[src/rtl/r_chan_fifo_arbiter_if.sv]
// R-channel FIFO arbiter bus: two R sources, FIFO memory port, consumer.
// slave = arbiter side, master = environment side (sources, memory, sink).
interface r_chan_fifo_arbiter_if #(
    parameter int DATASIZE = 43,
    parameter int ADDRSIZE = 2
);
    logic                s0_valid;
    logic [DATASIZE-1:0] s0_data;
    logic                s0_last;
    logic                s0_ready;
    logic                s1_valid;
    logic [DATASIZE-1:0] s1_data;
    logic                s1_last;
    logic                s1_ready;
    logic [DATASIZE-1:0] mem_wdata;
    logic [ADDRSIZE-1:0] mem_waddr;
    logic                mem_wpush;
    logic                mem_wfull;
    logic [ADDRSIZE-1:0] mem_raddr;
    logic [DATASIZE-1:0] mem_rdata;
    logic                m_valid;
    logic [DATASIZE-1:0] m_data;
    logic                m_ready;
    logic [ADDRSIZE:0]   count;
    logic [1:0]          owner;

    modport slave (
        input  s0_valid, s0_data, s0_last,
        input  s1_valid, s1_data, s1_last,
        input  mem_rdata, m_ready,
        output s0_ready, s1_ready,
        output mem_wdata, mem_waddr, mem_wpush, mem_wfull, mem_raddr,
        output m_valid, m_data, count, owner
    );

    modport master (
        output s0_valid, s0_data, s0_last,
        output s1_valid, s1_data, s1_last,
        output mem_rdata, m_ready,
        input  s0_ready, s1_ready,
        input  mem_wdata, mem_waddr, mem_wpush, mem_wfull, mem_raddr,
        input  m_valid, m_data, count, owner
    );
endinterface

[src/rtl/r_chan_fifo_arbiter.sv]
// 2:1 burst-locked round-robin arbiter and pointer controller for the R FIFO.
// Ports: clk, rst (sync, active-high), bus (slave modport: sources, memory, sink).
module r_chan_fifo_arbiter #(
    parameter int DATASIZE = 43,
    parameter int ADDRSIZE = 2
) (
    input  logic                   clk,
    input  logic                   rst,
    r_chan_fifo_arbiter_if.slave   bus
);
    localparam int A = ADDRSIZE;
    localparam logic [A:0] ONE = 1;

    typedef enum logic [1:0] {IDLE, LOCK0, LOCK1} state_t;

    state_t      state;
    logic        rr;
    logic [1:0]  owner_q;
    logic [A:0]  wptr;
    logic [A:0]  rptr;

    logic full;
    logic empty;
    logic gnt0;
    logic gnt1;
    logic rdy0;
    logic rdy1;
    logic push;
    logic pop;
    logic last;

    assign empty = (wptr == rptr);
    assign full  = (wptr[A] != rptr[A]) && (wptr[A-1:0] == rptr[A-1:0]);

    // Grant: locked source only, else preferred (rr) source first.
    always_comb begin
        gnt0 = 1'b0;
        gnt1 = 1'b0;
        unique case (state)
            IDLE: begin
                if (rr) begin
                    gnt1 = bus.s1_valid;
                    gnt0 = bus.s0_valid & ~bus.s1_valid;
                end else begin
                    gnt0 = bus.s0_valid;
                    gnt1 = bus.s1_valid & ~bus.s0_valid;
                end
            end
            LOCK0:   gnt0 = 1'b1;
            LOCK1:   gnt1 = 1'b1;
            default: ;
        endcase
    end

    // No pop-to-push bypass: full blocks even when a pop is under way.
    assign rdy0 = gnt0 & ~full & ~rst;
    assign rdy1 = gnt1 & ~full & ~rst;
    assign push = (bus.s0_valid & rdy0) | (bus.s1_valid & rdy1);
    assign pop  = ~empty & bus.m_ready;
    assign last = gnt1 ? bus.s1_last : bus.s0_last;

    assign bus.s0_ready  = rdy0;
    assign bus.s1_ready  = rdy1;
    assign bus.mem_wdata = gnt1 ? bus.s1_data : bus.s0_data;
    assign bus.mem_waddr = wptr[A-1:0];
    assign bus.mem_wpush = push;
    assign bus.mem_wfull = full;
    assign bus.mem_raddr = rptr[A-1:0];
    assign bus.m_valid   = ~empty;
    assign bus.m_data    = bus.mem_rdata;
    assign bus.count     = wptr - rptr;
    assign bus.owner     = owner_q;

    always_ff @(posedge clk) begin
        if (rst) begin
            wptr    <= '0;
            rptr    <= '0;
            state   <= IDLE;
            rr      <= 1'b0;
            owner_q <= 2'b00;
        end else begin
            if (push) wptr <= wptr + ONE;
            if (pop)  rptr <= rptr + ONE;
            if (push && last) begin
                // Burst complete: hand preference to the other source.
                state   <= IDLE;
                rr      <= ~gnt1;
                owner_q <= 2'b00;
            end else if (push && state == IDLE) begin
                state   <= gnt1 ? LOCK1 : LOCK0;
                owner_q <= gnt1 ? 2'b10 : 2'b01;
            end
        end
    end
endmodule
[src/flat_wrapper.sv]
// flat-port wrapper written by rule: the top's interface ports become plain ports
module r_chan_fifo_arbiter_flat 
#(
    parameter int DATASIZE = 43,
    parameter int ADDRSIZE = 2
)
  (clk, rst, bus_s0_valid, bus_s0_data, bus_s0_last, bus_s1_valid, bus_s1_data, bus_s1_last, bus_mem_rdata, bus_m_ready, bus_s0_ready, bus_s1_ready, bus_mem_wdata, bus_mem_waddr, bus_mem_wpush, bus_mem_wfull, bus_mem_raddr, bus_m_valid, bus_m_data, bus_count, bus_owner);
  r_chan_fifo_arbiter_if #(.DATASIZE(DATASIZE), .ADDRSIZE(ADDRSIZE)) bus_i ();
  input  logic clk;
  input  logic rst;
  input wire logic [$bits(bus_i.s0_valid)-1:0] bus_s0_valid;
  input wire logic [$bits(bus_i.s0_data)-1:0] bus_s0_data;
  input wire logic [$bits(bus_i.s0_last)-1:0] bus_s0_last;
  input wire logic [$bits(bus_i.s1_valid)-1:0] bus_s1_valid;
  input wire logic [$bits(bus_i.s1_data)-1:0] bus_s1_data;
  input wire logic [$bits(bus_i.s1_last)-1:0] bus_s1_last;
  input wire logic [$bits(bus_i.mem_rdata)-1:0] bus_mem_rdata;
  input wire logic [$bits(bus_i.m_ready)-1:0] bus_m_ready;
  output wire logic [$bits(bus_i.s0_ready)-1:0] bus_s0_ready;
  output wire logic [$bits(bus_i.s1_ready)-1:0] bus_s1_ready;
  output wire logic [$bits(bus_i.mem_wdata)-1:0] bus_mem_wdata;
  output wire logic [$bits(bus_i.mem_waddr)-1:0] bus_mem_waddr;
  output wire logic [$bits(bus_i.mem_wpush)-1:0] bus_mem_wpush;
  output wire logic [$bits(bus_i.mem_wfull)-1:0] bus_mem_wfull;
  output wire logic [$bits(bus_i.mem_raddr)-1:0] bus_mem_raddr;
  output wire logic [$bits(bus_i.m_valid)-1:0] bus_m_valid;
  output wire logic [$bits(bus_i.m_data)-1:0] bus_m_data;
  output wire logic [$bits(bus_i.count)-1:0] bus_count;
  output wire logic [$bits(bus_i.owner)-1:0] bus_owner;
  assign bus_i.s0_valid = bus_s0_valid;
  assign bus_i.s0_data = bus_s0_data;
  assign bus_i.s0_last = bus_s0_last;
  assign bus_i.s1_valid = bus_s1_valid;
  assign bus_i.s1_data = bus_s1_data;
  assign bus_i.s1_last = bus_s1_last;
  assign bus_i.mem_rdata = bus_mem_rdata;
  assign bus_i.m_ready = bus_m_ready;
  assign bus_s0_ready = bus_i.s0_ready;
  assign bus_s1_ready = bus_i.s1_ready;
  assign bus_mem_wdata = bus_i.mem_wdata;
  assign bus_mem_waddr = bus_i.mem_waddr;
  assign bus_mem_wpush = bus_i.mem_wpush;
  assign bus_mem_wfull = bus_i.mem_wfull;
  assign bus_mem_raddr = bus_i.mem_raddr;
  assign bus_m_valid = bus_i.m_valid;
  assign bus_m_data = bus_i.m_data;
  assign bus_count = bus_i.count;
  assign bus_owner = bus_i.owner;
  r_chan_fifo_arbiter #(.DATASIZE(DATASIZE), .ADDRSIZE(ADDRSIZE)) u_core (.clk(clk), .rst(rst), .bus(bus_i));
endmodule
[config.mk]
export PLATFORM = sky130hd
export DESIGN_NAME = r_chan_fifo_arbiter_flat
export DESIGN_NICKNAME = d
export VERILOG_FILES = /design/src/rtl/r_chan_fifo_arbiter_if.sv /design/src/rtl/r_chan_fifo_arbiter.sv /design/src/flat_wrapper.sv
export SDC_FILE = /design/constraint.sdc
export NUM_CORES = 1
export LEC_CHECK = 0
export CORE_ASPECT_RATIO = 0.5
export CORE_UTILIZATION = 22
export CTS_CLUSTER_DIAMETER = 40
export DETAILED_ROUTE_END_ITERATION = 7
export HOLD_SLACK_MARGIN = 0.1
export PLACE_DENSITY = 0.87
export SLEW_MARGIN = 20
export SYNTH_ARGS = -nofsm -noshare
export SYNTH_HDL_FRONTEND = slang
export SYNTH_SLANG_ARGS = --single-unit
[constraint.sdc]
create_clock -name clk -period 2.1 [get_ports clk]
set_input_delay 0.21 -clock clk [delete_from_list [all_inputs] [get_ports clk]]
set_output_delay 0.21 -clock clk [all_outputs]
set_load 0.01 [all_outputs]
* After elaboration in Yosys (flattened, before gate mapping) *
Cells that the tools add are included.

word-level totals
  word-level logic and storage cells = 40
  memory bits (read-only) = 0
  memories kept = 0
  output and inout port bits = 100
  bits in latches = 0
  bits in writable memories = 0
  flip-flop bits (word level) = 9
  bits of input ports = 136

operators by class
  reductions and logical operators = 5
  mux-type cells = 7
  bitwise gates (word level) = 16
  $mul = 0
  add/sub/neg operators = 3
  magnitude comparators = 0
  shift operators = 0
  eq/ne operators = 5
  divide/modulo/power cells = 0

operator list
  cell                   count
  $mux W43               1
  $and A1 B1 Y1          9
  $add A3 B1 Y3 const B  2
  $not A1 Y1             6
  $pmux W1 S2            2
  $eq A3 B3 Y1           1
  $logic_and A1 B1 Y1    3
  $mux W1                3
  $sub A3 B3 Y3          1
  $eq A2 B1 Y1 const B   1
  $eq A2 B2 Y1           1
  $eq A2 B2 Y1 const B   1
  $logic_not A2 Y1       1
  $mux W2                1
  $reduce_or A2 Y1       1
  $ne A1 B1 Y1           1
  $or A1 B1 Y1           1

* Depth between registers and ports, before layout *
  depth after elaboration = 10
  mapped depth = 6
  depth with buffers taken out = 6

* Worst setup path after synthesis *
Ideal clock, no wire load.

  path kind = register -> register
  start point = reg u_core.rptr[1]
  end point = reg u_core.state[0]
  stages on the path, launching flop included = 7
  buffers on the path = 0
  arrival = 1865 ps
  setup slack = 164 ps
  setup time = 71 ps
  required time = 2029 ps
  clock period less this slack = 1936 ps
  cells stage by stage = dfxtp_1 -> inv_1 -> ha_1 -> and2_1 -> a221oi_4 -> or3b_1 -> a21oi_1

on the way
  word-level cells in the longest chain between the ends = 9
  elaborated cells on any way between the ends = 13
  those cells by class = eq/ne: 1; bitwise: 8; reduce/logical: 4

ends and longest elaborated chain
  item                                                   line                                                  text
  start: declaration                                     r_chan_fifo_arbiter.sv:20                             logic [A:0] rptr;
  start signal: assignment                               r_chan_fifo_arbiter.sv:83                             if (pop) rptr <= rptr + ONE;
  $eq A2 B2 Y1 (*)                                       r_chan_fifo_arbiter.sv:33                             assign full = (wptr[A] != rptr[A]) && (wptr[A-1:0] == rptr[A-1:0]);
  $logic_and A1 B1 Y1 (*)                                r_chan_fifo_arbiter.sv:33
  $not A1 Y1 (*)                                         r_chan_fifo_arbiter.sv:56, r_chan_fifo_arbiter.sv:57
  $and A1 B1 Y1, on equally long branches (2 in series)  r_chan_fifo_arbiter.sv:56, r_chan_fifo_arbiter.sv:57
  $and A1 B1 Y1                                          r_chan_fifo_arbiter.sv:58                             assign push = (bus.s0_valid & rdy0) | (bus.s1_valid & rdy1);
  $or A1 B1 Y1 (*)                                       r_chan_fifo_arbiter.sv:58
  via bus_mem_wpush                                      flat_wrapper.sv:23                                    output wire logic [$bits(bus_i.mem_wpush)-1:0] bus_mem_wpush;
  $logic_and A1 B1 Y1                                    r_chan_fifo_arbiter.sv:84                             if (push && last) begin
  $reduce_or A2 Y1 (no source line)                      --
  end signal: assignment                                 r_chan_fifo_arbiter.sv:90                             state <= gnt1 ? LOCK1 : LOCK0;
  end: declaration                                       r_chan_fifo_arbiter.sv:16                             state_t state;

Mark *: on every way through the listed nets, which the timed path passes. The rest lies on a longest branch.
A chain may end at the register's enable or synchronous reset.

* Worst setup path in the final report *
  start point = reg u_core.rr
  end point = out bus_mem_wdata[34]

on the way
  word-level cells in the longest chain between the ends = 3

ends and longest elaborated chain
  item                      line                       text
  start: declaration        r_chan_fifo_arbiter.sv:17  logic rr;
  start signal: assignment  r_chan_fifo_arbiter.sv:87  rr <= ~gnt1;
  $mux W1                   r_chan_fifo_arbiter.sv:41  if (rr) begin
  $pmux W1 S2               r_chan_fifo_arbiter.sv:39  unique case (state)
  $mux W43                  r_chan_fifo_arbiter.sv:64  assign bus.mem_wdata = gnt1 ? bus.s1_data : bus.s0_data;
  end: declaration          flat_wrapper.sv:21         output wire logic [$bits(bus_i.mem_wdata)-1:0] bus_mem_wdata;

No other way between the ends.

==> flow_summary.json <==
{
  "cts_tree": "done",
  "synth_top_area_share_pct": 34.4,
  "finalNonFillerCells": 370,
  "crit_family": "buffers and inverters",
  "synth_area_leaders": "mux2_2, buf_4, dfxtp_1",
  "clockBufferDepth": 2,
  "dp.cells": 359,
  "vias_per_cell": 4.31,
  "syn-num-nets": 300,
  "hold_depth": 0,
  "die_x_um": 116,
  "synth-adder-area-share_pct": 4.87,
  "synthCells": 159,
  "worst-path-buf-inv": 2,
  "fp-row-count": 20,
  "layout-drive-gt1-share_pct": 27.7,
  "core_um2": 6180,
  "cts-buffers-inserted": 3,
  "max_freq_mhz": 487,
  "fp.dieH_um": 59.2,
  "multi_input_area_um2": 878,
  "grt_pass1_vias": 1629,
  "final_common_cell": "clkdlybuf4s50_1",
  "power_w": 0.00141,
  "yosysTopAreaCell": "mux2_2",
  "crit_chain": "nor3b_4, nor2_4, bufbuf_16, mux2_2, dlygate4sd2_1",
  "area_delta_synth_final_pct": 107,
  "ios": 236,
  "setup_violations": 0,
  "grt_pass1_wl_mm": 8.60,
  "globalRouteTotalUtil_pct": 17.0,
  "die-area_um2": 6890,
  "synthMuxAreaShare_pct": 36.5,
  "grt_max_degree": 12,
  "io_buffers": 149,
  "drc_errors": 0,
  "cap_viol_max_count": 0,
  "clkLatencyLatePin_ns": 0.24,
  "status": "completed",
  "period_share_pct": 97.7,
  "synth_compound_area_share_pct": 6.60,
  "ir_drop_mv": 0.229,
  "seqCellArea_um2": 181,
  "h-tree-depth": 1,
  "arrival_ns": 1.84,
  "p_leak_nw": 1.28,
  "cts_root_buffer": "clkbuf_16",
  "slew_viol_final": 0,
  "critical-path-slowest-cell": "dfxtp_1",
  "drt_iter0_markers": 24,
  "synthSimpleGateAreaFrac_pct": 7.82,
  "final.setup_skew_ns": 0.000494,
  "rsz0062_at_grt": "true",
  "drt-total-wl_mm": 6.09,
  "synth_top_family_by_area": "multiplexers",
  "synth-xor-area-share_pct": 3.65,
  "cp.depth": 5,
  "p_per_area_nw_per_um2": 473,
  "endpoint_kind": "output port",
  "tightestPinTransition_ns": 0.469,
  "yosys_warnings": 0,
  "n_fill_cell": 603,
  "ant_nets": 0,
  "path_class": "reg2out",
  "clk_pin_slew_worst_paths_ns": 0.04,
  "reg2regPathDepth": 8,
  "yosysSeqAreaShare_pct": 12.5,
  "vias": 1593,
  "hold_viol": 0,
  "cp.required_ns": 1.89,
  "netlist_area_um2": 1440,
  "wl_per_cell_um": 16.5,
  "yosys.cell_types.count": 29,
  "final_cell_mix": "clkdlybuf4s50_1, mux2_2, dlygate4sd2_1, buf_4, clkdlybuf4s15_1",
  "syn_area_per_cell_um2": 9.06,
  "hold_class": "in2out",
  "period_needed_ns": 2.05,
  "dpl.hpwl_mm": 5.04,
  "initial_core_util_pct": 23.3,
  "nets": 424,
  "path_max_fanout": 9,
  "place_congestion": 0.895,
  "synth-seq-cells": 9,
  "n_antenna_cell": 0,
  "cts.sink_count": 9,
  "max_stage_delay_ns": 0.43,
  "max_slew_margin_pct": 68.6,
  "drt-pass1-iter-count": 4,
  "antenna_found_initial": 0,
  "ctsHoldBuffers": 0,
  "grt-ovfl-total": 0,
  "critical_path.startpoint_type": "register"
}
[power by group]
group / leakage, nW / switching [W] / internal, W
combinational: 1.16 / 0.000325 / 0.000545
sequential: 0.0738 / 0.0000121 / 0.000188
clock: 0.0382 / 0.0000883 / 0.000254
[final cells by class]
| class | instances | area share, % |
|---|---|---|
| well taps | 88 | 3.69 |
| repair buffers | 172 | 57.4 |
| multi-input cells | 91 | 29.4 |
| clock buffers | 4 | 2.64 |
| flip-flops and latches | 9 | 6.07 |
| inverters | 6 | 0.754 |
[synthesized netlist by cell type (all sizes together)]
| cell type | count |
|---|---|
| or2b | 1 |
| mux2i | 3 |
| and3 | 1 |
| a2111oi | 1 |
| and2 | 1 |
| a31oi | 1 |
| mux2 | 44 |
| nand2 | 4 |
| clkbuf | 1 |
| ha | 4 |
| nor3b | 1 |
| a211oi | 1 |
| or3b | 1 |
| nor3 | 2 |
| buf | 52 |
| nor2 | 7 |
| a21oi | 4 |
| o21bai | 1 |
| o21ai | 1 |
| xor2 | 3 |
| xnor2 | 3 |
| o211ai | 1 |
| dfxtp | 9 |
| or2 | 1 |
| inv | 6 |
| nand2b | 3 |
| a221oi | 1 |
| fa | 1 |
[routing by layer]
metal / GRT usage, % / routed length, um / part of all wire (%)
met5: 0 / 0 / 0
met4: 7.69 / 165 / 2.7
met3: 4.09 / 299 / 4.9
met2: 30.3 / 3230 / 53
met1: 19.7 / 2400 / 39
[flip-flops by register name, summed over array words and instances (netlist names)]
register      flops
u_core.rptr       3
u_core.wptr       3
u_core.rr         1
u_core.state      2
[what timing repair did]
item / in CTS / in global routing
cloned: 2 / 0
setup endpoints to repair: 47 / 37
buffers inserted: 3 / 2
pin swaps: 1 / 1
resized for setup: 61 / 15
[metrics by stage]
step	setup TNS [ns]	hold slack, ns	cell area [um^2]	setup WS [ns]	utilization (%)
4_1_cts	-0.392	0.420	2960	-0.0502	47.8
5_1_grt	-0.00101	0.420	2990	-0.00101	48.3
6_report	0	0.420	2990	0.0484	48.3
2_1_floorplan	0	0.393	1440	0.164	-
3_5_place_dp	-12.03	0.420	2810	-0.320	45.5
3_3_place_gp	-11.32	0.420	2810	-0.305	45.5
[cells by family after synthesis]
| group | count (synthesis) |
|---|---|
| and+or+nand+nor | 22 |
| AOI/OAI and AO/OA | 11 |
| DFF | 9 |
| muxes | 47 |
| adders and majority gates | 5 |
| xor gates and xnor gates | 6 |
| buffers and inverters | 59 |
[worst paths after layout]
path,slack (ns),endpoint,startpoint
setup / recovery,0.05,bus_mem_wdata[34],u_core.rr
hold / removal,0.42,bus_m_data[10],bus_mem_rdata[10]
setup reg to reg,0.10,u_core.state[0],u_core.wptr[0]
hold reg to reg,0.50,u_core.wptr[2],u_core.wptr[2]
Power figures use the tool's default switching activity.
